File: config.mk
export PLATFORM = sky130hd
export DESIGN_NAME = dsa_pix_loader
export DESIGN_NICKNAME = d
export VERILOG_FILES = /design/src/rtl/dsa_pix_loader.sv
export SDC_FILE = /design/constraint.sdc
export NUM_CORES = 1
export LEC_CHECK = 0
export BUFFER_PORTS_ARGS = -buffer_cell sky130_fd_sc_hd__buf_4
export CAP_MARGIN = 0
export CORE_ASPECT_RATIO = 1.75
export CORE_UTILIZATION = 55
export CTS_BUF_LIST = sky130_fd_sc_hd__clkbuf_8
export DETAILED_ROUTE_END_ITERATION = 10
export PLACE_DENSITY = 0.76
export SYNTH_ARGS = -nofsm -noshare
export SYNTH_HDL_FRONTEND = slang
export SYNTH_SLANG_ARGS = --single-unit
File: constraint.sdc
create_clock -name clk -period 9.07 [get_ports clk]
set_input_delay 1.814 -clock clk [delete_from_list [all_inputs] [get_ports clk]]
set_output_delay 1.814 -clock clk [all_outputs]
set_load 0.05 [all_outputs]
File: src/rtl/dsa_pix_loader.sv
// Streams 8-bit pixels into 32-bit little-endian words and writes them to an
// accelerator host bus: IN_ADDR setup, IN_DATA words, partial flush, optional start.
module dsa_pix_loader #(
  parameter int ADDR_WIDTH = 16,
  parameter int MAX_PIXELS = 4096
) (
  input  logic                  clk,
  input  logic                  rst_n,
  input  logic                  cfg_valid,
  input  logic [15:0]           cfg_npix,
  input  logic                  cfg_auto_start,
  input  logic                  s_pix_valid,
  input  logic [7:0]            s_pix_data,
  input  logic                  s_pix_last,
  output logic                  s_pix_ready,
  output logic                  h_wr_en,
  output logic [ADDR_WIDTH-1:0] h_addr,
  output logic [31:0]           h_wdata,
  output logic                  busy,
  output logic                  done,
  output logic                  err_len,
  output logic [15:0]           words_wr
);

  localparam logic [ADDR_WIDTH-1:0] ADDR_CTRL    = ADDR_WIDTH'(32'h0000);
  localparam logic [ADDR_WIDTH-1:0] ADDR_IN_ADDR = ADDR_WIDTH'(32'h0020);
  localparam logic [ADDR_WIDTH-1:0] ADDR_IN_DATA = ADDR_WIDTH'(32'h0021);
  localparam logic [15:0]           NPIX_MAX     = 16'(MAX_PIXELS);

  typedef enum logic [2:0] {IDLE, SET_ADDR, PACK, FLUSH, START, DONE} state_t;

  state_t                  state, state_n;
  logic [15:0]             npix;
  logic [15:0]             cnt;
  logic [31:0]             word;
  logic                    auto_q;

  logic                    accept;
  logic [1:0]              bpos;
  logic [15:0]             cnt_inc;
  logic [31:0]             word_n;
  logic                    frame_end;
  logic                    cfg_take;
  logic                    npix_clamp;
  logic                    wr_req;
  logic                    data_wr;
  logic [ADDR_WIDTH-1:0]   wr_addr;
  logic [31:0]             wr_data;

  assign s_pix_ready = (state == PACK) && (cnt < npix);
  assign accept      = s_pix_ready && s_pix_valid;
  assign bpos        = cnt[1:0];
  assign cnt_inc     = cnt + 16'd1;
  // A fresh word starts at byte 0 so unused upper bytes of a flushed word stay zero.
  assign word_n      = ((bpos == 2'd0) ? 32'h0 : word) | ({24'h0, s_pix_data} << {bpos, 3'b000});
  assign frame_end   = accept && (s_pix_last || (cnt_inc == npix));
  assign cfg_take    = cfg_valid && ((state == IDLE) || (state == DONE));
  assign npix_clamp  = cfg_npix > NPIX_MAX;

  always_comb begin
    state_n = state;
    wr_req  = 1'b0;
    data_wr = 1'b0;
    wr_addr = ADDR_IN_DATA;
    wr_data = word_n;
    case (state)
      IDLE, DONE: begin
        if (cfg_valid) state_n = (cfg_npix == 16'd0) ? DONE : SET_ADDR;
      end
      SET_ADDR: begin
        wr_req  = 1'b1;
        wr_addr = ADDR_IN_ADDR;
        wr_data = 32'h0;
        state_n = PACK;
      end
      PACK: begin
        if (accept && (bpos == 2'd3)) begin
          wr_req  = 1'b1;
          data_wr = 1'b1;
        end
        if (frame_end) begin
          if (bpos != 2'd3) state_n = FLUSH;
          else              state_n = auto_q ? START : DONE;
        end
      end
      FLUSH: begin
        wr_req  = 1'b1;
        data_wr = 1'b1;
        wr_data = word;
        state_n = auto_q ? START : DONE;
      end
      START: begin
        wr_req  = 1'b1;
        wr_addr = ADDR_CTRL;
        wr_data = 32'h1;
        state_n = DONE;
      end
      default: state_n = IDLE;
    endcase
  end

  always_ff @(posedge clk) begin
    if (!rst_n) begin
      state    <= IDLE;
      npix     <= 16'd0;
      cnt      <= 16'd0;
      word     <= 32'h0;
      auto_q   <= 1'b0;
      h_wr_en  <= 1'b0;
      h_addr   <= '0;
      h_wdata  <= 32'h0;
      busy     <= 1'b0;
      done     <= 1'b0;
      err_len  <= 1'b0;
      words_wr <= 16'd0;
    end else begin
      state   <= state_n;
      h_wr_en <= wr_req;
      if (wr_req) begin
        h_addr  <= wr_addr;
        h_wdata <= wr_data;
      end
      if (data_wr) words_wr <= words_wr + 16'd1;

      if (cfg_take) begin
        npix     <= npix_clamp ? NPIX_MAX : cfg_npix;
        auto_q   <= cfg_auto_start;
        err_len  <= npix_clamp;
        cnt      <= 16'd0;
        word     <= 32'h0;
        words_wr <= 16'd0;
        busy     <= (cfg_npix != 16'd0);
        done     <= (cfg_npix == 16'd0);
      end

      if (accept) begin
        cnt  <= cnt_inc;
        word <= word_n;
        // last must coincide exactly with the npix-th pixel
        if (s_pix_last != (cnt_inc == npix)) err_len <= 1'b1;
      end

      if ((state_n == DONE) && (state != DONE)) begin
        busy <= 1'b0;
        done <= 1'b1;
      end
    end
  end

endmodule
Word level (Yosys, flattened, before mapping)
Index checks and enable logic that the tools add are counted.

storage, ports and cells
  bits in registers = 136
  bits in latches = 0
  bits in writable memories = 0
  ROM bits = 0
  output and inout bits = 69
  word-level logic and storage cells = 70
  memories kept = 0

operators by class
  add/subtract/negate cells = 2
  multiply operators = 0
  div/mod/pow operators = 0
  order comparisons = 2
  equality and inequality tests = 11
  shift operators = 1
  muxes and demuxes = 22
  bitwise gates (word level) = 2
  reductions and logical operators = 18

operator list
  kind                                                                               count
  32-bit 2-to-1 mux                                                                  3
  32-bit case mux with 3 select lines                                                1
  16-bit 2-to-1 mux                                                                  3
  16-bit by 1-bit adder with 16-bit output, second input constant                    2
  32-bit OR                                                                          1
  8-bit by 5-bit left shift with 32-bit output                                       1
  16-bit equality test                                                               1
  16-bit by 13-bit greater-than comparator with 1-bit output, second input constant  1
  16-bit zero test                                                                   1
  16-bit < comparator                                                                1
  16-bit nonzero test                                                                1
  3-bit case mux with 5 select lines                                                 1
  3-bit 2-to-1 mux                                                                   4
  6-bit case mux with 2 select lines                                                 1
  3-bit equality test, second input constant                                         3
  1-bit 2-to-1 mux                                                                   7
  3-bit by 2-bit equality test with 1-bit output, second input constant              2
  1-bit logical AND                                                                  6
  2-bit OR reduction                                                                 3
  1-bit case mux with 2 select lines                                                 2
  2-bit nonzero test                                                                 2
  3-bit by 1-bit equality test with 1-bit output, second input constant              1
  3-bit zero test                                                                    1
  3-bit inequality test, second input constant                                       1
  7 further kinds                                                                    8

Logic depth before layout (Yosys ltp)
  depth in word-level cells = 9
  depth in mapped cells = 14
  gate-level depth less buffers = 13

Worst setup path after synthesis
OpenSTA, ideal clock, no wires.

  path type = reg-to-output
  start = reg cnt[0]
  end = out s_pix_ready
  data arrival time = 1.901 ns
  data required time = 7.256 ns
  setup slack = 5.355 ns
  stages on the path, launching flop included = 8
  path buffers = 1
  cells stage by stage = dfxtp_1 -> clkbuf_1 -> inv_1 -> ha_1 -> nor2b_1 -> o211ai_1 -> a2111o_1 -> and3_1

on the way
  word-level cells in the longest chain between the ends = 2

ends and longest elaborated chain
  element                 line  RTL
  start, declared         34    logic [15:0] cnt;
  start signal, assigned  137   cnt <= cnt_inc;
  16-bit < comparator     50    assign s_pix_ready = (state == PACK) && (cnt < npix);
  1-bit logical AND       50
  end, declared           15    output logic s_pix_ready,

Every way passes these cells.

Worst setup path in the final report
  start = reg cnt[9]
  end = out s_pix_ready

Same word-level chain as after synthesis.

==> metrics.md <==
| Metric | Value |
|---|---|
| Endpoints failing setup | `0` |
| Resize count post-CTS | `0` |
| Placed cell area | `6720 µm²` |
| I/O Pins | `a little under 100` |
| Seq/Total Area, Yosys | `between 30 and 40%` |
| Die Width | `81.8 µm` |
| Gp weighted congestion | `~0.90` |
| Fin crit share | `48.2%` |
| CTS tree | `built` |
| Max Clk Rate | `229 MHz` |
| Max FO, Critical Path | `11` |
| Fin crit period | `4.37 ns` |
| Hold Crit Start | `word[19]` |
| Worst r2r path cells | `12` |
| DRC viols | `0` |
| Fill cells | `948` |
| DP HPWL | `12,300 µm` |
| Setup Fix Bufs, Post-CTS | `0` |
| Post-route design area | `between 7000 and 8000 µm²` |
| Root buffer cell | `clkbuf_8` |
| Initial core utilization | `56.9%` |
| Mapped cell area | `6120 µm²` |
| PwrDens | `188 nW/µm²` |
| Total Wirelength | `17,200 µm` |
| Clk slew on worst S/H paths | `about 0.08 ns` |
| First-pass GRT wire length | `approximately 27,000 µm` |
| Max-slew violations | `0` |
| Synthesis-to-finish area growth | `16.2%` |
| MaxCap Viol Count | `0` |
| Crit path arrival time | `around 2.6 ns` |
| Final Core Density | `66.2%` |
| Tot GR Track Use | `30.8%` |
| Met3 wire length | `about 950 µm` |
| First-pass DRT Iterations | `5` |
| Unrepaired setup endpoints after global routing | `false` |
| Vias in the first global route | `5,548` |
| Largest net degree at the start of global routing | `56` |
| Flop and latch count out of synthesis | `about 120` |
| Setup TNS | `0 ns` |
| Synth unique cells | `between 60 and 70` |
| Critical Path RT | `between 7 and 8 ns` |
| Clock sinks | `around 120` |
| CP Class | `reg2out` |
| Iter 0 DRT Violations | `around 320` |
| Post-DRT Antenna Nets | `0` |
| Hold depth | `2` |
| Cts bufs inserted | `17` |
| Share of cells above drive strength 1 | `16.4%` |
| Area of the core | `between 10,000 and 15,000 µm²` |
| Lkg Pwr | `2.60 nW` |
| Max_slew headroom | `roughly an eighth` |
| HP Class | `reg2reg` |
| M1 WL | `6530 µm` |
| Row count | `50` |
| Initial antenna violation count | `0` |
| Syn Area/Cell | `8.31 µm²` |
| Vias | `5,917` |
| Layout net count | `843` |
| Syn. warnings | `0` |
| Clk buf depth | `2` |
| Most common flop cell mapped by yosys | `dfxtp_1` |
| Remaining global-route overflow | `0` |
| Clk Latency, worst-skew pair | `approximately 0.45 ns` |
| PortBufs | `between 80 and 90` |
| Critical Path Source Type | `flop` |
| N_diodes | `0` |
| Pre-CTS WS | `approximately 5 ns` |
| Asr flop ratio synth | `0%` |
| Final Skew | `0.0144 ns` |
| Die ar. | `11,600 µm²` |
| VDD IR max | `0.000124 V` |
| PnR worst setup slack | `4.70 ns` |
| Post-synth EDFFs | `0` |
| Worst slew pin tran | `roughly 1.3 ns` |
| Most frequent cells in the layout | `dfxtp_1, buf_4, nand2_1, nor3_1, o21ai_0` |
| Worst reg2reg path startpoint | `cnt[1]` |
| Hold_buf cts | `0` |
| Highest metal used | `met4` |
| Critical path capture point type | `primary output` |
| CP Launch Point | `cnt[9]` |
| Vias per inst | `6.32` |
| Commonest non-fill, non-tap cell in the layout | `dfxtp_1` |
| Height of the die | `142 µm` |
| Endpoints failing hold | `0` |
| Design Power | `1.34 mW` |
| H-tree Lvls | `4` |
| Status | `finished, final reports clean` |
| Metal2 WL | `8850 µm` |
| Drt wl/cell | `18.4 µm` |
| Synth Instances | `737` |
==> report_power, final <==
| group | switching [mW] | internal, mW |
|---|---|---|
| clock | 0.246 | 0.249 |
| combinational | 0.189 | 0.0760 |
| sequential | 0.0157 | 0.560 |
| total | 0.451 | 0.885 |
==> cells in the mapped netlist, types with 3 or more instances <==
master | instances | share of area [%]
a211o_1 | 4 | 0.57
nand3b_1 | 3 | 0.37
o31ai_1 | 10 | 1.2
buf_2 | 4 | 0.33
nor4_1 | 8 | 0.82
and4_1 | 5 | 0.71
ha_1 | 20 | 4.1
xor2_1 | 7 | 1.0
nand3_1 | 29 | 2.4
nand2b_1 | 5 | 0.51
o21ai_0 | 42 | 3.4
nand4_1 | 13 | 1.3
a22oi_1 | 32 | 3.9
a32o_1 | 9 | 1.5
nor2b_1 | 5 | 0.51
nor3_1 | 45 | 3.7
a31oi_1 | 12 | 1.2
or4_1 | 13 | 1.6
nor2_1 | 28 | 1.7
and3_1 | 10 | 1.0
inv_1 | 26 | 1.6
buf_4 | 15 | 1.8
nand2_1 | 85 | 5.2
or3_1 | 14 | 1.4
clkbuf_1 | 44 | 2.7
o211ai_1 | 4 | 0.49
xnor2_1 | 12 | 1.7
a21oi_1 | 32 | 2.6
a211oi_1 | 36 | 4.4
dfxtp_1 | 122 | 40
and2_1 | 5 | 0.51
a22o_1 | 3 | 0.43
==> metal layers <==
metal	track usage, %	vias up
met5	0	-
met3	6.75	62
met1	33.3	2809
met4	17.5	0
met2	53.4	228
li1	-	2818
==> cells by family (layout without fill, tap and decap cells) <==
logic type               Yosys count  in the layout  synth area share, %
AND/OR/NAND/NOR                  276            276                 22.9
AO/OA/AOI/OAI                    205            205                 23.2
flip-flops                       122            122                 39.9
buffers and inverters             92            148                 6.76
adder cells (fa/ha/maj)           20             20                 4.09
XOR/XNOR                          19             19                 2.72
multiplexers                       2              2                0.327
other                              1             14               0.0612
==> per-stage QoR <==
stage / hold slack (ns) / std cells
2_1_floorplan: 0.425 / 750
3_3_place_gp: 0.435 / 904
3_5_place_dp: 0.442 / 904
4_1_cts: 0.460 / 936
5_1_grt: 0.482 / 936
6_report: 0.462 / 936
==> state kept, by name (all words and copies together), names as in the netlist <==
register and flops:
auto_q 1, busy 1, cnt 16, done 1
err_len 1, h_addr 2, h_wdata 32, h_wr_en 1
npix 16, state 3, word 32, words_wr 16
==> layout make-up <==
| cell class | instances | area (µm²) | share of cell area [%] |
|---|---|---|---|
| clock buffer | 17 | 234 | 3.29 |
| clock inverter | 15 | 169 | 2.37 |
| inverter | 28 | 105 | 1.48 |
| multi-input combinational | 536 | 3350 | 47.0 |
| sequential | 122 | 2440 | 34.3 |
| tap | 130 | 163 | 2.28 |
| timing repair buffer | 88 | 661 | 9.28 |
==> worst paths after layout <==
path	end	slack, ns
max reg2reg	busy	5.19
max	s_pix_ready	4.70
min reg2reg	word[19]	0.46
min	word[19]	0.46
==> critical path: stages, from the launching register on <==
cell and delay (ns):
dfxtp_1 0.54, ha_1 0.31, a21oi_1 0.15, o21ai_0 0.14, a22oi_1 0.51, and3_1 0.26, buf_4 0.21
No activity file was read; power rests on OpenSTA's default activity.
